File: src/rtl/alu_pkg.sv
// -----------------------------------------------------------------------------
// alu_pkg
// Shared definitions for the 4-bit ALU and the stages around it.
//   - alu_op_e      : opcode encodings produced alongside each ALU result
//   - FLG_*         : bit positions of N, Z, C, V inside a 4-bit flag vector
//   - entry_width() : width of one buffered result {opcode, data, flags}
//   - alu_entry_t   : the same layout spelled out for the default 4-bit datapath
// -----------------------------------------------------------------------------
package alu_pkg;

    typedef enum logic [3:0] {
        OP_NOP = 4'b0000,
        OP_AND = 4'b0001,
        OP_OR  = 4'b0010,
        OP_NOT = 4'b0011,
        OP_XOR = 4'b0100,
        OP_SLL = 4'b0101,
        OP_SRA = 4'b0110,
        OP_SRL = 4'b0111,
        OP_ADD = 4'b1000,
        OP_SUB = 4'b1001
    } alu_op_e;

    localparam int FLG_N = 3;
    localparam int FLG_Z = 2;
    localparam int FLG_C = 1;
    localparam int FLG_V = 0;

    localparam int OPC_W = 4;
    localparam int FLG_W = 4;

    // Entry layout, MSB to LSB: opcode, data, flags.
    function automatic int entry_width(input int data_w);
        return OPC_W + data_w + FLG_W;
    endfunction

    typedef struct packed {
        logic [OPC_W-1:0] opcode;
        logic [3:0]       data;
        logic [FLG_W-1:0] flags;
    } alu_entry_t;

endpackage

File: src/rtl/alu_result_fifo.sv
// -----------------------------------------------------------------------------
// alu_result_fifo
// Generic first-word-fall-through FIFO with exact occupancy count.
// Ports:
//   clk, rst      : clock, asynchronous active-high reset
//   push, wr_data : write request and data (ignored while full)
//   pop           : consume head entry (ignored while empty)
//   rd_data       : head entry, zero while empty
//   full, empty   : occupancy status
//   count         : number of stored entries, 0..DEPTH
// DEPTH must be a power of two so the pointers wrap naturally.
// -----------------------------------------------------------------------------
module alu_result_fifo #(
    parameter int WIDTH = 12,
    parameter int DEPTH = 4,
    parameter int CNT_W = 3
) (
    input  logic             clk,
    input  logic             rst,
    input  logic             push,
    input  logic [WIDTH-1:0] wr_data,
    input  logic             pop,
    output logic [WIDTH-1:0] rd_data,
    output logic             full,
    output logic             empty,
    output logic [CNT_W-1:0] count
);

    localparam int PTR_W = $clog2(DEPTH);

    logic [WIDTH-1:0] mem_q [DEPTH];
    logic [WIDTH-1:0] mem_d [DEPTH];
    logic [PTR_W-1:0] wr_ptr_q, wr_ptr_d;
    logic [PTR_W-1:0] rd_ptr_q, rd_ptr_d;
    logic [CNT_W-1:0] count_q, count_d;
    logic             do_push;
    logic             do_pop;

    assign full    = (count_q == CNT_W'(DEPTH));
    assign empty   = (count_q == '0);
    assign do_push = push & ~full;
    assign do_pop  = pop & ~empty;
    assign count   = count_q;

    // Head is presented combinationally; forced to zero when empty so stale
    // storage never leaks out.
    assign rd_data = empty ? '0 : mem_q[rd_ptr_q];

    always_comb begin
        mem_d    = mem_q;
        wr_ptr_d = wr_ptr_q;
        rd_ptr_d = rd_ptr_q;
        count_d  = count_q;
        if (do_push) begin
            mem_d[wr_ptr_q] = wr_data;
            wr_ptr_d        = wr_ptr_q + PTR_W'(1);
        end
        if (do_pop) begin
            rd_ptr_d = rd_ptr_q + PTR_W'(1);
        end
        case ({do_push, do_pop})
            2'b10:   count_d = count_q + CNT_W'(1);
            2'b01:   count_d = count_q - CNT_W'(1);
            default: count_d = count_q;
        endcase
    end

    always_ff @(posedge clk or posedge rst) begin
        if (rst) begin
            for (int i = 0; i < DEPTH; i++) begin
                mem_q[i] <= '0;
            end
            wr_ptr_q <= '0;
            rd_ptr_q <= '0;
            count_q  <= '0;
        end else begin
            mem_q    <= mem_d;
            wr_ptr_q <= wr_ptr_d;
            rd_ptr_q <= rd_ptr_d;
            count_q  <= count_d;
        end
    end

endmodule

File: src/rtl/alu_result_stage.sv
// -----------------------------------------------------------------------------
// alu_result_stage
// Captures ALU results and flags on a valid/ready handshake, keeps the
// architectural flag register (its carry feeds back as ALU Cin) and buffers
// results in a FWFT FIFO for the writeback consumer.
// Ports:
//   clk, rst                    : clock, asynchronous active-high reset
//   in_valid/in_ready           : producer handshake from the ALU
//   in_opcode, in_y, in_n..in_v : result, opcode and flags of this ALU op
//   flags_clr                   : synchronous clear of the flag register
//   cin_out                     : registered carry, to ALU Cin
//   flags                       : flag register {N,Z,C,V}
//   out_valid/out_ready         : consumer handshake
//   out_data/out_opcode/out_flags : head entry
//   count                       : FIFO occupancy
//   sticky_v                    : sticky overflow
// Build option: ALU_RESULT_STAGE_STICKY_OVF_EN enables the sticky overflow
// register; otherwise sticky_v is constant 0.
// -----------------------------------------------------------------------------
module alu_result_stage
    import alu_pkg::*;
#(
    parameter int DATA_W = 4,
    parameter int DEPTH  = 4,
    parameter int CNT_W  = 3
) (
    input  logic              clk,
    input  logic              rst,
    input  logic              in_valid,
    output logic              in_ready,
    input  logic [3:0]        in_opcode,
    input  logic [DATA_W-1:0] in_y,
    input  logic              in_n,
    input  logic              in_z,
    input  logic              in_c,
    input  logic              in_v,
    input  logic              flags_clr,
    output logic              cin_out,
    output logic [3:0]        flags,
    output logic              out_valid,
    input  logic              out_ready,
    output logic [DATA_W-1:0] out_data,
    output logic [3:0]        out_opcode,
    output logic [3:0]        out_flags,
    output logic [CNT_W-1:0]  count,
    output logic              sticky_v
);

    localparam int ENTRY_W = entry_width(DATA_W);

    logic               fifo_full;
    logic               fifo_empty;
    logic               push_hs;
    logic               store;
    logic               fifo_pop;
    logic [ENTRY_W-1:0] wr_entry;
    logic [ENTRY_W-1:0] rd_entry;
    logic [3:0]         flags_q, flags_d;

    assign in_ready  = ~fifo_full;
    assign out_valid = ~fifo_empty;
    assign push_hs   = in_valid & in_ready;
    // NOP results complete the handshake but are dropped here.
    assign store     = push_hs & (in_opcode != OP_NOP);
    assign fifo_pop  = out_valid & out_ready;
    assign wr_entry  = {in_opcode, in_y, in_n, in_z, in_c, in_v};

    alu_result_fifo #(
        .WIDTH (ENTRY_W),
        .DEPTH (DEPTH),
        .CNT_W (CNT_W)
    ) u_fifo (
        .clk     (clk),
        .rst     (rst),
        .push    (store),
        .wr_data (wr_entry),
        .pop     (fifo_pop),
        .rd_data (rd_entry),
        .full    (fifo_full),
        .empty   (fifo_empty),
        .count   (count)
    );

    assign out_opcode = rd_entry[ENTRY_W-1 -: OPC_W];
    assign out_data   = rd_entry[FLG_W +: DATA_W];
    assign out_flags  = rd_entry[FLG_W-1:0];

    // Flag register: clear has priority; carry only follows add-with-carry so
    // logic ops between the nibbles of a multi-nibble add keep the chain intact.
    always_comb begin
        flags_d = flags_q;
        if (flags_clr) begin
            flags_d = '0;
        end else if (store) begin
            flags_d[FLG_N] = in_n;
            flags_d[FLG_Z] = in_z;
            flags_d[FLG_V] = in_v;
            if (in_opcode == OP_ADD) begin
                flags_d[FLG_C] = in_c;
            end
        end
    end

    always_ff @(posedge clk or posedge rst) begin
        if (rst) begin
            flags_q <= '0;
        end else begin
            flags_q <= flags_d;
        end
    end

    assign flags   = flags_q;
    assign cin_out = flags_q[FLG_C];

`ifdef ALU_RESULT_STAGE_STICKY_OVF_EN
    logic sticky_q, sticky_d;

    // Set by any stored overflow, held until flag clear; clear wins a tie.
    always_comb begin
        sticky_d = sticky_q;
        if (flags_clr) begin
            sticky_d = 1'b0;
        end else if (store && in_v) begin
            sticky_d = 1'b1;
        end
    end

    always_ff @(posedge clk or posedge rst) begin
        if (rst) begin
            sticky_q <= 1'b0;
        end else begin
            sticky_q <= sticky_d;
        end
    end

    assign sticky_v = sticky_q;
`else
    assign sticky_v = 1'b0;
`endif

endmodule

File: config.mk
export PLATFORM = sky130hd
export DESIGN_NAME = alu_result_stage
export DESIGN_NICKNAME = d
export VERILOG_FILES = /design/src/rtl/alu_pkg.sv /design/src/rtl/alu_result_fifo.sv /design/src/rtl/alu_result_stage.sv
export SDC_FILE = /design/constraint.sdc
export NUM_CORES = 1
export LEC_CHECK = 0
export CORE_ASPECT_RATIO = 1.25
export CORE_UTILIZATION = 41
export DETAILED_ROUTE_END_ITERATION = 12
export PLACE_DENSITY = 0.61
export SKIP_CTS_REPAIR_TIMING = 1
export SLEW_MARGIN = 20
export SYNTH_ARGS = -nofsm -noshare
export SYNTH_HDL_FRONTEND = slang
export SYNTH_HIERARCHICAL = 1
export SYNTH_SLANG_ARGS = --single-unit
export TNS_END_PERCENT = 10
File: constraint.sdc
create_clock -name clk -period 3.4 [get_ports clk]
set_clock_uncertainty 0.15 [all_clocks]
set_input_delay 0.68 -clock clk [delete_from_list [all_inputs] [get_ports clk]]
set_output_delay 0.68 -clock clk [all_outputs]
set_load 0.03 [all_outputs]
==> impl_results.md, run 1 <==
- Tot GR Track Use: 17.6%
- I/O pin cnt: 40
- Reg clk slew, reported paths: 0.06 ns
- Post-synthesis sequential area ratio: 51.8%
- Max capacitance violation total: 0
- RSZ-0062 raised after global routing: false
- Post-DRT Antenna Nets: 0
- Clock buffer count from CTS: 9
- CP max-delay cell: dfrtp_1
- Power Total: 3.76 mW
- Fin area: 3530 um2
- Most common cell after layout, fill and taps aside: dfrtp_1
- Fin crit share: 94.1%
- Fmax: 313 MHz
- Slew margin rel.: 49.1%
- Sw frac: between 30% and 40%
- Worst-path cell chain: buf_4 > mux4_2 > nor2b_1 > clkdlybuf4s50_1
- Vias in the first global route: ~1800
- Root buffer cell: clkbuf_8
- Setup TNS: 0 ns
- # setup viols final: 0
- Full die area: between 7000 and 8000 um2
- Pin count of the biggest net entering global routing: 56
- Post-Place Cell Area: 3380 um2
- Placement Setup Slack: 0.102 ns
- Syn Nets: 221
- Routed WL per cell: 16.4 um
- Inst Count DP: ~330
- Non-Filler Instances: ~340
- NetSw: 1.36 mW
- Nets: 273
- Fin util: 53.1%
- Slowest stage delay, CP: 0.59 ns
- Grt ovf: 0
- Initial Utilization: 42.8%
- DRC viols: 0
- Die Ht: 95.2 um
- CP arrival: 2.37 ns
- Share of cells above drive strength 1: 34.9%
- Worst skew pair latency: 0.33 ns
- Max Root-Sink Buffers: 2
- Cell-internal power: 2.40 mW
- Initial DRC Count: 70
- Worst Tran Pin Value: 0.761 ns
- Clk sinks: 59
- Maximum vdd drop: 0.554 mV
- Num rows: 33
- Critical path endpoint category: output port
- DIE WIDTH: 76.5 um
- Final hold violation count: 0
- CP required: 2.57 ns
- Tmin final: 3.20 ns
- Critical path class: flop to output port
- Syn-to-layout area delta: 24.0%
- Startpoint class of the critical path: flop
- Htree depth: 3
- Number of diodes: 0
- Port Buffers: 38
- Status: complete, no violations
- Core area: roughly 6600 um2
- Via count: roughly 1700
- Commonest cells after routing, fill and taps aside: dfrtp_1 (59), mux2_2 (49), clkdlybuf4s50_1 (38)
- DR vias/cell: 5.00
- First-pass DRT Iterations: 4
- Clock Power Share: a little over an eighth
- Sequential power share: between 30% and 40%
- Final WS setup: 0.202 ns
- Mapped cell area: between 2000 and 3000 um2
- Fin Hold WS: 0.354 ns
- Initial antenna violation count: 0
- Syn_area_per_cell: 14.4 um2
- GPL Wtd Cong: 0.714
- Synthesized flop and latch total: 59
- Hold Crit Class: flop to flop
- Crit-path max FO: 8
- Leakage power: 1.50 nW
- Hpwl dp: 3790 um
- Library cells used by synthesis: 22
- Fill cells: 564
- Power per cell area: 1060 nW/um2
- Synth Instances: 198
- Max Slew Vio Count: 0
- Comb pwr share: 52.2%
- CTS tree: done
- Synth warn: 6
- First-pass GRT wire length: 9380 um
- Drt total wl: 5550 um
sequential cells by signal, indices dropped and copies added, names as in the netlist:
signal,cells
u_fifo/mem_q,48
u_fifo/wr_ptr_q,2
flags,4
u_fifo/rd_ptr_q,2
u_fifo/count,3
final cells by class:
type / count / area (um2) / share of cell area, %
flip-flops and latches: 59 / 1480 / 41.8
multi-input cells: 119 / 1250 / 35.5
repair buffers: 52 / 510 / 14.5
clock buffers: 13 / 149 / 4.22
well taps: 87 / 109 / 3.08
inverters: 9 / 33.8 / 0.957
worst paths after layout:
path	endpoint	start	cells after the start	slack [ns]
worst min register to register	u_fifo/mem_q[32]	u_fifo/mem_q[32]	1	0.35
worst min-delay path	u_fifo/mem_q[32]	u_fifo/mem_q[32]	1	0.35
worst max-delay path	out_flags[1]	u_fifo/rd_ptr_q[0]	4	0.20
min in group asynchronous	flags[1]	rst	2	0.43
worst max register to register	u_fifo/count[2]	u_fifo/count[0]	10	0.86
max in group asynchronous	u_fifo/mem_q[7]	rst	3	2.25
cell usage after synthesis:
cell type / n / share of area [%]
nor2_1: 6 / 0.79
inv_1: 9 / 1.2
mux2_2: 49 / 19
nor2b_1: 14 / 3.1
nand2_1: 5 / 0.66
fa_1: 1 / 0.70
buf_2: 3 / 0.53
buf_4: 4 / 1.1
and4_1: 1 / 0.31
xnor2_1: 2 / 0.62
ha_1: 5 / 2.2
mux4_2: 12 / 9.5
nand2b_1: 9 / 2.0
and3_1: 1 / 0.22
or4_1: 1 / 0.26
nor3b_4: 1 / 0.66
conb_1: 1 / 0.13
buf_6: 4 / 1.6
dfrtp_1: 59 / 52
xor2_1: 4 / 1.2
mux2i_1: 5 / 1.8
nor3_1: 2 / 0.35
kinds of logic after synthesis:
logic type	synth area share, %
multiplexers	30.6
flip-flops	51.8
AND/OR/NAND/NOR	8.30
buffers and inverters	4.35
XOR/XNOR	1.85
adder cells (fa/ha/maj)	2.90
other	0.132
critical path, delay by kind of cell (launching register included):
kind	cells	cell delay (ns)
flops	1	0.59
mux	1	0.48
simple gates	1	0.14
buf+inv	2	0.83
power by group through the flow:
stage	clock network [mW]	registers [mW]	logic, mW
2_1_floorplan	0	1.24	1.38
3_3_place_gp	0	1.29	1.98
3_5_place_dp	0	1.30	1.99
4_1_cts	0.532	1.29	2.00
5_1_grt	0.561	1.33	2.10
6_report	0.515	1.28	1.96
routing by layer:
layer  share of wire [%]  vias to the layer above  global-route usage (%)
li1                    -                      786                       -
met1                  45                      870                    21.6
met2                  50                       30                    29.7
met3                 2.4                        9                    3.25
met4                 2.0                        0                    9.62
met5                   0                        -                       0
Power figures use the tool's default switching activity.
==> run 2: changes to the inputs <==
--- a/config.mk
+++ b/config.mk
@@ -5,11 +5,13 @@
 export SDC_FILE = /design/constraint.sdc
 export NUM_CORES = 1
 export LEC_CHECK = 0
+export ABC_AREA = 1
 export CORE_ASPECT_RATIO = 1.25
 export CORE_UTILIZATION = 41
 export DETAILED_ROUTE_END_ITERATION = 12
-export PLACE_DENSITY = 0.61
+export PLACE_DENSITY = 0.6
 export SKIP_CTS_REPAIR_TIMING = 1
+export SKIP_LAST_GASP = 1
 export SLEW_MARGIN = 20
 export SYNTH_ARGS = -nofsm -noshare
 export SYNTH_HDL_FRONTEND = slang
==> run 2 against run 1 <==
Against the previous run:
- final cell count rose by 70%
- sequential cell count did not move
- wire length rose by 56%
- critical path depth rose by 1
- utilization fell by 3.5 points
- critical path type unchanged
- sequential power fell by 8%
- critical endpoint is now out_opcode[2]
- via count rose by 74%
- register-to-register slack got worse by 0.05 ns
- sequential share of layout area fell by 3.9 points
- clock-buffer cell count rose by 1
- clock power rose by 21%
- largest cell class unchanged
==> impl_results.md, run 2 <==
- Tot GR Track Use: 23.1% (+5.5 points)
- Library cells used by synthesis: 21 (-4.5%)
- Initial Utilization: 42.5% (-0.33 points)
- Syn Nets: 469 (+110%)
- Clock buffer count from CTS: 9 (unchanged)
- Pin count of the biggest net entering global routing: 58 (+3.6%)
- Fmax: 321 MHz (+2.8%)
- First-pass GRT wire length: 14000 um (+50%)
- Vias in the first global route: 2757 (+54%)
- Synth warn: 6 (unchanged)
- Share of cells above drive strength 1: 6.88% (-28 points)
- Drt total wl: 8630 um (+56%)
- Worst Tran Pin Value: 0.723 ns (-0.0379 ns)
- Power per cell area: 1050 nW/um2 (-1.7%)
- Commonest cells after routing, fill and taps aside: nand2_1 (164), inv_1 (67), dfrtp_1 (59)
- Synthesized flop and latch total: 59 (unchanged)
- Die Ht: 103 um (+8.0%)
- Full die area: 8490 um2 (+17%)
- Max Root-Sink Buffers: 2 (unchanged)
- Top FF cell, synth: dfrtp_1
- Status: complete, no violations
- Worst skew pair latency: 0.34 ns (about the same)
- Most common cell after layout, fill and taps aside: nand2_1
- Tmin final: 3.11 ns (-0.0860 ns)
- Biggest register: u_fifo/mem_q
- GPL Wtd Cong: 0.790 (+11%)
- Nets: 498 (+82%)
- Final hold violation count: 0 (unchanged)
- Post-synthesis sequential area ratio: 44.3% (-7.5 points)
- CTS tree: done
- Max capacitance violation total: 0 (unchanged)
- Synth Instances: 446 (+130%)
- Maximum vdd drop: 0.583 mV (+5.3%)
- Via count: 2953 (+74%)
- Critical path class: flop to output port
- RSZ-0062 raised after global routing: false
- Max Slew Vio Count: 0 (unchanged)
- Post-synth EDFFs: 0 (unchanged)
- Fin crit share: 91.5% (-2.5 points)
- Hpwl dp: 5600 um (+48%)
- Initial DRC Count: 247 (+250%)
- Critical path endpoint category: output port
- I/O pin cnt: 40 (unchanged)
- Leakage power: 2.08 nW (+38%)
- Yosys top cell area share: 44.3% (-7.5 points)
- Post-DRT Antenna Nets: 0 (unchanged)
- Setup TNS: 0 ns (unchanged)
- Root buffer cell: clkbuf_8
- Syn-to-layout area delta: 16.8%
- Port Buffers: 38 (unchanged)
- Number of diodes: 0 (unchanged)
- Syn_area_per_cell: 7.47 um2 (-48%)
- Clk sinks: 59 (unchanged)
- Post-synth top cells: nand2_1 (164), inv_1 (68), dfrtp_1 (59)
- DR vias/cell: 5.14 (+2.7%)
- Htree depth: 3 (unchanged)
- Routed WL per cell: 15.0 um (-8.2%)
- # setup viols final: 0 (unchanged)
- CP required: 2.57 ns (about the same)
- Max FFs per register: 48 (unchanged)
- Cell taking the most area after synthesis: dfrtp_1
- Startpoint class of the critical path: flop
- Share of flip-flops with an asynchronous set or reset: 100% (unchanged)
- CP arrival: 2.28 ns (-0.09 ns)
- Synth top area cells: dfrtp_1 (44%), nand2_1 (18%), nand4_1 (9.2%)
- Hold Crit Class: flop to flop
- Core area: 7840 um2 (+18%)
- Reg clk slew, reported paths: 0.06 ns (about the same)
- Num rows: 36 (+9.1%)
- Crit-path max FO: 14 (+6)
- Initial antenna violation count: 0 (unchanged)
- First-pass DRT Iterations: 5 (+1)
- Mapped cell area: 3330 um2 (+17%)
- DIE WIDTH: 82.6 um (+8.0%)
- Grt ovf: 0 (unchanged)
- Slew margin rel.: 51.8% (+2.7 points)
- DRC viols: 0 (unchanged)
- Fin util: 49.6% (-3.5 points)
- Count leader, synth: nand2_1
-- run 2: cell count changes after synthesis, moves of 12 or more --
cell / previous run / this run
nand3_1: 0 / 37
nand2_1: 5 / 164
mux2_2: 49 / 0
mux4_2: 12 / 0
buf_2: 3 / 17
nand4_1: 0 / 49
nor2b_1: 14 / 0
inv_1: 9 / 68
a21oi_1: 0 / 12
-- run 2: worst paths after layout --
kind	start	to	slack (ns)	depth (start not counted)
worst max-delay path	u_fifo/count[2]	out_opcode[2]	0.29	5
worst min-delay path	u_fifo/mem_q[42]	u_fifo/mem_q[42]	0.32	2
worst max register to register	u_fifo/count[1]	u_fifo/count[1]	0.81	10
worst min register to register	u_fifo/mem_q[42]	u_fifo/mem_q[42]	0.32	2
max in group asynchronous	rst	u_fifo/mem_q[28]	1.88	3
min in group asynchronous	rst	flags[1]	0.42	2
-- run 2: routing by layer --
| metal | up-vias | track usage (%) | share of wire (%) |
|---|---|---|---|
| li1 | 1465 | - | - |
| met1 | 1391 | 29.4 | 42 |
| met2 | 81 | 38.0 | 50 |
| met3 | 16 | 3.89 | 5.4 |
| met4 | 0 | 11.1 | 2.8 |
| met5 | - | 0 | 0 |
-- run 2: critical path, stage by stage (launching register included) --
cell	delay, ns
dfrtp_1	0.40
inv_1	0.07
nand3_1	0.14
inv_1	0.26
a21oi_1	0.33
clkdlybuf4s50_1	0.73
-- run 2: kinds of logic after synthesis --
logic type | after synthesis | share of synthesized area, %
AO/OA/AOI/OAI | 14 | 2.10
XOR/XNOR | 2 | 0.526
adder cells (fa/ha/maj) | 6 | 2.48
buffers and inverters | 102 | 14.3
flip-flops | 59 | 44.3
other | 1 | 0.113
AND/OR/NAND/NOR | 262 | 36.2
-- run 2: cell type report --
class,count,area [um2]
Sequential cell,59,1480
Clock inverter,2,35.0
Clock buffer,14,153
Multi-Input combinational cell,285,1380
Tap cell,95,119
Inverter,71,267
Timing Repair Buffer,49,463
Fill cell,820,3950
-- run 2: power by group --
part	leakage [nW]	internal, mW	total (mW)	switching, mW
combinational	1.24	0.801	2.27	1.47
clock	0.0947	0.359	0.622	0.264
sequential	0.743	1.01	1.18	0.167
-- run 2: metrics by stage --
stage / area, um2 / std cells / hold WS, ns / power [mW] / setup slack, ns
floorplan: 3330 / 446 / 0.292 / 2.78 / 0.700
global placement: 3700 / 559 / 0.304 / 3.45 / 0.534
detailed placement: 3700 / 559 / 0.308 / 3.48 / 0.526
CTS: 3890 / 575 / 0.324 / 4.11 / 0.257
global route: 3890 / 575 / 0.341 / 4.41 / 0.163
finish: 3890 / 575 / 0.320 / 4.07 / 0.288
